### src/rtl/nibble_add_pkg.sv
// Shared definitions for the nibble-serial adder: slice width, default size
// and the controller state encoding.
package nibble_add_pkg;

  localparam int SLICE_W     = 4;
  localparam int NIBBLES_DEF = 4;

  typedef enum logic [1:0] {
    IDLE = 2'd0,
    RUN  = 2'd1,
    DONE = 2'd2
  } state_t;

endpackage

### src/rtl/add4_slice.sv
// Combinational 4-bit ripple adder slice; exposes the carry into bit 3 so the
// caller can derive signed overflow on the most significant slice.
module add4_slice
  import nibble_add_pkg::*;
(
  input  logic [SLICE_W-1:0] a,
  input  logic [SLICE_W-1:0] b,
  input  logic               cin,
  output logic [SLICE_W-1:0] sum,
  output logic               cout,
  output logic               c3
);

  logic [SLICE_W:0] c_s;

  // Bitwise ripple through the slice
  always_comb begin
    c_s    = '0;
    sum    = '0;
    c_s[0] = cin;
    for (int i = 0; i < SLICE_W; i++) begin
      sum[i]   = a[i] ^ b[i] ^ c_s[i];
      c_s[i+1] = (a[i] & b[i]) | (c_s[i] & (a[i] ^ b[i]));
    end
  end

  assign cout = c_s[SLICE_W];
  assign c3   = c_s[SLICE_W-1];

endmodule

### src/rtl/nibble_serial_add_ctrl.sv
// Serial add/subtract controller: one shared 4-bit slice processes one nibble
// per clock, LSB first, and publishes the full result on completion.
module nibble_serial_add_ctrl
  import nibble_add_pkg::*;
#(
  parameter int NIBBLES = NIBBLES_DEF
) (
  input  logic                       clk,
  input  logic                       rst,
  input  logic                       start,
  input  logic                       sub,
  input  logic [SLICE_W*NIBBLES-1:0] a,
  input  logic [SLICE_W*NIBBLES-1:0] b,
  output logic                       busy,
  output logic                       done,
  output logic [SLICE_W*NIBBLES-1:0] s,
  output logic                       cout,
  output logic                       ovfl
);

  localparam int W     = SLICE_W * NIBBLES;
  localparam int IDX_W = (NIBBLES > 1) ? $clog2(NIBBLES) : 1;

  state_t             state_r;
  logic [IDX_W-1:0]   idx_r;
  logic               carry_r;
  logic [W-1:0]       a_r;
  logic [W-1:0]       b_r;
  logic [W-1:0]       work_r;
  logic [W-1:0]       work_next_s;
  logic [SLICE_W-1:0] sum_s;
  logic               slice_cout_s;
  logic               slice_c3_s;
  logic               last_s;

  add4_slice u_slice (
    .a    (a_r[SLICE_W*idx_r +: SLICE_W]),
    .b    (b_r[SLICE_W*idx_r +: SLICE_W]),
    .cin  (carry_r),
    .sum  (sum_s),
    .cout (slice_cout_s),
    .c3   (slice_c3_s)
  );

  assign last_s = (idx_r == IDX_W'(NIBBLES - 1));
  assign busy   = (state_r != IDLE);

  // Work register with the current slice merged in
  always_comb begin
    work_next_s                              = work_r;
    work_next_s[SLICE_W*idx_r +: SLICE_W]    = sum_s;
  end

  // Controller state, operand latches and published result
  always_ff @(posedge clk or posedge rst) begin
    if (rst) begin
      state_r <= IDLE;
      idx_r   <= '0;
      carry_r <= 1'b0;
      a_r     <= '0;
      b_r     <= '0;
      work_r  <= '0;
      s       <= '0;
      cout    <= 1'b0;
      ovfl    <= 1'b0;
      done    <= 1'b0;
    end else begin
      case (state_r)
        IDLE: begin
          done <= 1'b0;
          if (start) begin
            // Subtraction is a + ~b + 1, with the +1 entering as the first carry
            a_r     <= a;
            b_r     <= sub ? ~b : b;
            carry_r <= sub;
            idx_r   <= '0;
            state_r <= RUN;
          end
        end
        RUN: begin
          carry_r <= slice_cout_s;
          work_r  <= work_next_s;
          if (last_s) begin
            s       <= work_next_s;
            cout    <= slice_cout_s;
            ovfl    <= slice_c3_s ^ slice_cout_s;
            done    <= 1'b1;
            state_r <= DONE;
          end else begin
            idx_r <= idx_r + IDX_W'(1);
          end
        end
        DONE: begin
          done    <= 1'b0;
          state_r <= IDLE;
        end
        default: begin
          done    <= 1'b0;
          state_r <= IDLE;
        end
      endcase
    end
  end

endmodule
### config.mk
export PLATFORM = sky130hd
export DESIGN_NAME = nibble_serial_add_ctrl
export DESIGN_NICKNAME = d
export VERILOG_FILES = /design/src/rtl/nibble_add_pkg.sv /design/src/rtl/add4_slice.sv /design/src/rtl/nibble_serial_add_ctrl.sv
export SDC_FILE = /design/constraint.sdc
export NUM_CORES = 1
export LEC_CHECK = 0
export BUFFER_PORTS_ARGS = -buffer_cell sky130_fd_sc_hd__buf_2
export CAP_MARGIN = 20
export CORE_MARGIN = 10
export CORE_UTILIZATION = 55
export DETAILED_ROUTE_END_ITERATION = 12
export GPL_TIMING_DRIVEN = 1
export PLACE_DENSITY = 0.78
export SLEW_MARGIN = 0
export SYNTH_ARGS = -nofsm -noshare
export SYNTH_HDL_FRONTEND = slang
export SYNTH_SLANG_ARGS = --single-unit
### constraint.sdc
create_clock -name clk -period 7.61 [get_ports clk]
set_clock_uncertainty 0.15 [all_clocks]
set_input_delay 1.522 -clock clk [delete_from_list [all_inputs] [get_ports clk]]
set_output_delay 1.522 -clock clk [all_outputs]
set_load 0.01 [all_outputs]
; After elaboration in Yosys (flattened, before gate mapping)
; Index checks and enable logic that the tools add are counted.
[op_classes]
addsub = 2
multipliers = 0
div = 0
magnitude_cmp = 0
n_eq_ne = 5
n_shift = 4
mux = 12
bitwise_logic = 22
n_reduce_logical = 8
[ops]
columns = cell, count
row1 = $neg A4 Y34, 1
row2 = $shift A4 B34 Y16 const A, 1
row3 = $shiftx A4 B34 Y16, 1
row4 = $shiftx A16 B5 Y4, 2
row5 = $bwmux W16, 1
row6 = $mux W16, 1
row7 = $not A16 Y16, 1
row8 = $xor A1 B1 Y1, 9
row9 = $and A1 B1 Y1, 8
row10 = $mux W2, 4
row11 = $pmux W2 S2, 2
row12 = $reduce_and A2 Y1, 4
row13 = $ne A2 B2 Y1 const B, 3
row14 = $or A1 B1 Y1, 4
row15 = $reduce_bool A2 Y1, 2
row16 = $mux W1, 3
row17 = $reduce_and A3 Y1, 1
row18 = $add A2 B1 Y2 const B, 1
row19 = $eq A2 B1 Y1 const B, 1
row20 = $eq A2 B2 Y1 const B, 1
row21 = $logic_not A2 Y1, 1
row22 = $pmux W1 S2, 1
[word_totals]
ff_bits = 72
latch_bits = 0
mem_bits_rw = 0
romBits = 0
out_inout_bits = 20
memories = 0

; Longest topological paths before layout
[logic_depth]
depth_word = 11
ltp_mapped = 13
mapped_depth_nobuf = 11

; By module
; From an unflattened synthesis, not the netlist that was laid out.
[hier_totals]
cells_unflattened = 293
hier_area_um2 = 3478.3
[modules_own_cells]
columns = mod, instances, cells_per_inst, area_per_inst_um2, seq_area_each_um2
row1 = nibble_serial_add_ctrl, 1, 281, 3368.2, 1801.7
row2 = add4_slice, 1, 12, 110.1, 0.0

; Worst setup path after synthesis
; No wires, ideal clock.
[synth_path]
path_type = register to register
start = register idx_r[0]
end = register s[11]
setup_ps = 77
t_arrival_ps = 3016
slack_ps = 4366
path_stages_with_launch = 14
path_buffers = 2
period_less_slack_ps = 3244
cell_sequence = dfrtp_1 > buf_4 > mux4_2 > inv_1 > fa_1 > inv_1 > fa_1 > inv_1 > fa_1 > inv_1 > fa_1 > clkbuf_1 > a21oi_1 > a21oi_1
[synth_between]
elab_chain_cells = 11
elab_cells_between_ends = 25
cone_classes = add/sub: 1 / eq/ne: 1 / shift: 4 / mux: 1 / bitwise: 17 / reduce/logical: 1
[synth_lines]
columns = item, line_no
row1 = from (decl), nibble_serial_add_ctrl.sv:25  ; logic [IDX_W-1:0] idx_r;
row2 = from (signal assigned), nibble_serial_add_ctrl.sv:90  ; idx_r <= idx_r + IDX_W'(1);
row3 = $shiftx A16 B5 Y4 (on tied branches), "nibble_serial_add_ctrl.sv:37, nibble_serial_add_ctrl.sv:38"
row4 = $xor A1 B1 Y1, "add4_slice.sv:22, add4_slice.sv:23"
row5 = $and A1 B1 Y1, add4_slice.sv:23  ; c_s[i+1] = (a[i] & b[i]) | (c_s[i] & (a[i] ^ b[i]));
row6 = $or A1 B1 Y1, add4_slice.sv:23
row7 = $and A1 B1 Y1, add4_slice.sv:23
row8 = $or A1 B1 Y1, add4_slice.sv:23
row9 = $and A1 B1 Y1, add4_slice.sv:23
row10 = $or A1 B1 Y1, add4_slice.sv:23
row11 = $xor A1 B1 Y1, add4_slice.sv:22  ; sum[i] = a[i] ^ b[i] ^ c_s[i];
row12 = $shiftx A4 B34 Y16, nibble_serial_add_ctrl.sv:51  ; work_next_s[SLICE_W*idx_r +: SLICE_W] = sum_s;
row13 = $bwmux W16, nibble_serial_add_ctrl.sv:51
row14 = to (signal assigned), nibble_serial_add_ctrl.sv:84  ; s <= work_next_s;
row15 = to (decl), nibble_serial_add_ctrl.sv:16  ; output logic [SLICE_W*NIBBLES-1:0] s,
; Parallel ways exist; a longest one is shown, timed or not.
; A chain may end at the register's enable or synchronous reset.

; Worst setup path in the final report
; Same ends and word-level chain as after synthesis.

==> results.md <==
- CTS H-tree depth: 3
- Post-Syn Area: roughly 0.0035 sq mm
- Post-CTS setup buffer count: 0
- Nature of the critical path startpoint: flip-flop
- Filler cells: around 490
- CTS tree: built
- Top post-synthesis cells by area: dfrtp_1 52%, mux2_2 6.2%, mux4_2 5.2%, a21oi_1 4.8%, xnor2_1 4.3%
- Crit-path max FO: 18
- Post-synth EDFFs: 0
- Cell Rows: 28
- DR iter-0 viols: 98
- First-pass GRT wire length: about 12 mm
- Setup_tns: 0 ns
- Initial antenna violation count: 0
- Worst-Margin Slew: 0.887 ns
- Syn Area/Cell: approximately 12 sq um
- # clock sinks: 72
- Resized Gates After CTS: 0
- Final ANT Viol Nets: 0
- Post-DP HPWL: 5.11 mm
- Root Buffer Master: clkbuf_8
- Crit Path Class: reg2reg
- Syn Nets: about 340
- Grt ovf: 0
- Core area: around 0.006 sq mm
- Hold Buf Count CTS: 0
- Placed cell area: 0.00375 sq mm
- Yosys top cell area share: a little over half
- NumNets Final: 393
- Synth cell count leaders: 72 x dfrtp_1, 36 x nor2_1, 33 x a21oi_1, 19 x mux2_2, 17 x xnor2_1
- Unrepaired setup endpoints after global routing: false
- Design area: between 0.003 and 0.004 sq mm
- Pleak: approximately 1.7 nW
- Final setup fails: 0
- Die Span X: roughly 100 um
- Drt total wl: ~7.1 mm
- Predominant post-synthesis flop cell: dfrtp_1
- Worst EP arrival: 3.78 ns
- I/O Pins: 56
- Largest net degree at the start of global routing: 73
- Total Routing Usage GR: 15.2%
- Final worst path period share: roughly half
- Slew headroom: around 41%
- CP Capture Type: flip-flop
- DRC viols: 0
- Synth warnings: 0
- Die area: 0.00984 sq mm
- CTS max path bufs: 2
- Slew Viols, Final: 0
- Post-synth cell types: 31
- Clock Latency Late Sink: roughly 0.34 ns
- Share of layout cells above drive strength 1: just under 30%
- RePlAce Congestion: 0.801
- Seq/Total Area, Yosys: approximately 52%
- Via count: between 2,000 and 2,500
- Seq cells post-synth: slightly above 70
- Vias in the first global route: 2,466
- Minimum clock period: around 3.7 ns
- Status: completed
- Max-Cap Viols: 0
- Total CTS buffers: 9
- Register area: 0.00180 sq mm
- CTS clk-pin slew, worst paths: approximately 0.070 ns
- Power Dens Cells: between 400 and 500 mW/mm^2
- Antenna cell count: 0
- Initial Utilization: 57.6%
- Vias per Instance: around 5.6
- Req. time, crit path: roughly 7.7 ns
- Area growth syn-to-layout: 12.8%
- Maximum VDD drop: about 0.33 mV
- Most frequent cell after synthesis: dfrtp_1
- Port Buffer Count: 55
- Area leader, netlist: dfrtp_1
- Max frequency: between 0.2 and 0.3 GHz
- Fin. Hold Viols: 0
- DRT Pass-1 Iters: 4
- Avg WL per Cell: 16.8 um
- Synth Instances: approximately 300
- Die height: 99.2 um
- Hold crit path type: reg2reg
- Post-synth ARST share: 100%
- Multi-input gate area: 0.00149 sq mm
sequential cells by signal, indices dropped and copies added (netlist names):
signal,cells
s,16
done,1
idx_r,2
b_r,16
ovfl,1
work_r,16
state_r,2
cout,1
a_r,16
carry_r,1
per-stage QoR:
stage / total power [W] / setup slack, ns / cells / hold WS (ns) / util, %
2_1_floorplan: 0.00138 / 4.11 / 295 / 0.308 / -
3_3_place_gp: 0.00163 / 4.02 / 408 / 0.316 / 62.4
3_5_place_dp: 0.00166 / 3.91 / 410 / 0.324 / 62.6
4_1_cts: 0.00192 / 3.92 / 423 / 0.339 / 64.9
5_1_grt: 0.00206 / 3.62 / 424 / 0.356 / 65.0
6_report: 0.00190 / 3.95 / 424 / 0.336 / 65.0
layout by cell type (no fill, tap or decap), types with 2 or more instances in the layout:
cell | netlist | layout
buf_4 | 6 | 3
o21ai_0 | 3 | 3
a22o_1 | 8 | 8
nand2b_1 | 13 | 13
nor4bb_1 | 3 | 3
nand2_1 | 5 | 5
ha_1 | 6 | 6
a32o_1 | 8 | 8
and3b_1 | 2 | 2
fa_1 | 4 | 4
dfrtp_1 | 72 | 72
nor2_1 | 36 | 36
and2b_1 | 3 | 3
nor2b_1 | 6 | 6
o21a_1 | 2 | 2
mux2_2 | 19 | 19
mux4_2 | 8 | 8
a21oi_1 | 33 | 33
o221ai_1 | 2 | 2
inv_1 | 14 | 13
a31oi_1 | 6 | 6
clkbuf_8 | 0 | 9
clkinv_2 | 0 | 2
clkbuf_1 | 5 | 2
buf_2 | 7 | 56
xnor2_1 | 17 | 17
final timing paths:
check | startpoint | end | slack, ns | cells past startpoint
worst min register to register | work_r[1]$_DFFE_PP0P_ | work_r[1]$_DFFE_PP0P_ | 0.34 | 1
max in group asynchronous | rst | b_r[11]$_DFFE_PP0P_ | 5.45 | 3
worst max register to register | idx_r[0]$_DFFE_PP0P_ | s[11]$_DFFE_PP0P_ | 3.95 | 11
worst min-delay path | work_r[1]$_DFFE_PP0P_ | work_r[1]$_DFFE_PP0P_ | 0.34 | 1
worst max-delay path | idx_r[0]$_DFFE_PP0P_ | s[11]$_DFFE_PP0P_ | 3.95 | 11
min in group asynchronous | rst | a_r[4]$_DFFE_PP0P_ | 1.30 | 3
final cells by class:
cell class                      instances  share of cell area [%]
Clock buffer                           11                    3.37
Tap cell                               75                    2.41
Sequential cell                        72                    46.3
Inverter                               14                    1.35
Multi-Input combinational cell        189                    38.3
Timing Repair Buffer                   61                    8.00
Clock inverter                          2                   0.257
critical path, cell delays in order, from the launching register on:
cell and delay (ns):
dfrtp_1 0.86, mux4_2 0.59, inv_1 0.10, fa_1 0.17, inv_1 0.05, fa_1 0.36
inv_1 0.09, fa_1 0.20, inv_1 0.06, fa_1 0.68, a21oi_1 0.12, a21oi_1 0.16
kinds of logic after synthesis:
kind of cell             after synthesis  share of synthesized area, %
multiplexers                          27                          11.4
XOR/XNOR                              17                          4.31
AO/OA/AOI/OAI                         62                          11.6
adder cells (fa/ha/maj)               10                          4.50
flip-flops                            72                          52.2
buffers and inverters                 34                          4.71
AND/OR/NAND/NOR                       73                          11.2
power by group:
| group | leakage (nW) | internal (W) | switching (W) |
|---|---|---|---|
| sequential | 0.870 | 0.000558 | 0.000127 |
| combinational | 0.800 | 0.000444 | 0.000530 |
| clock | 0.0749 | 0.000112 | 0.000132 |
| total | 1.75 | 0.00111 | 0.000789 |
routing by layer:
metal,track usage [%],wire length [um]
met1,17.9,3030
met3,4.36,380
met4,7.83,187
met5,0,0
met2,24.6,3520
Note: power is estimated with default switching activity, not from simulation.
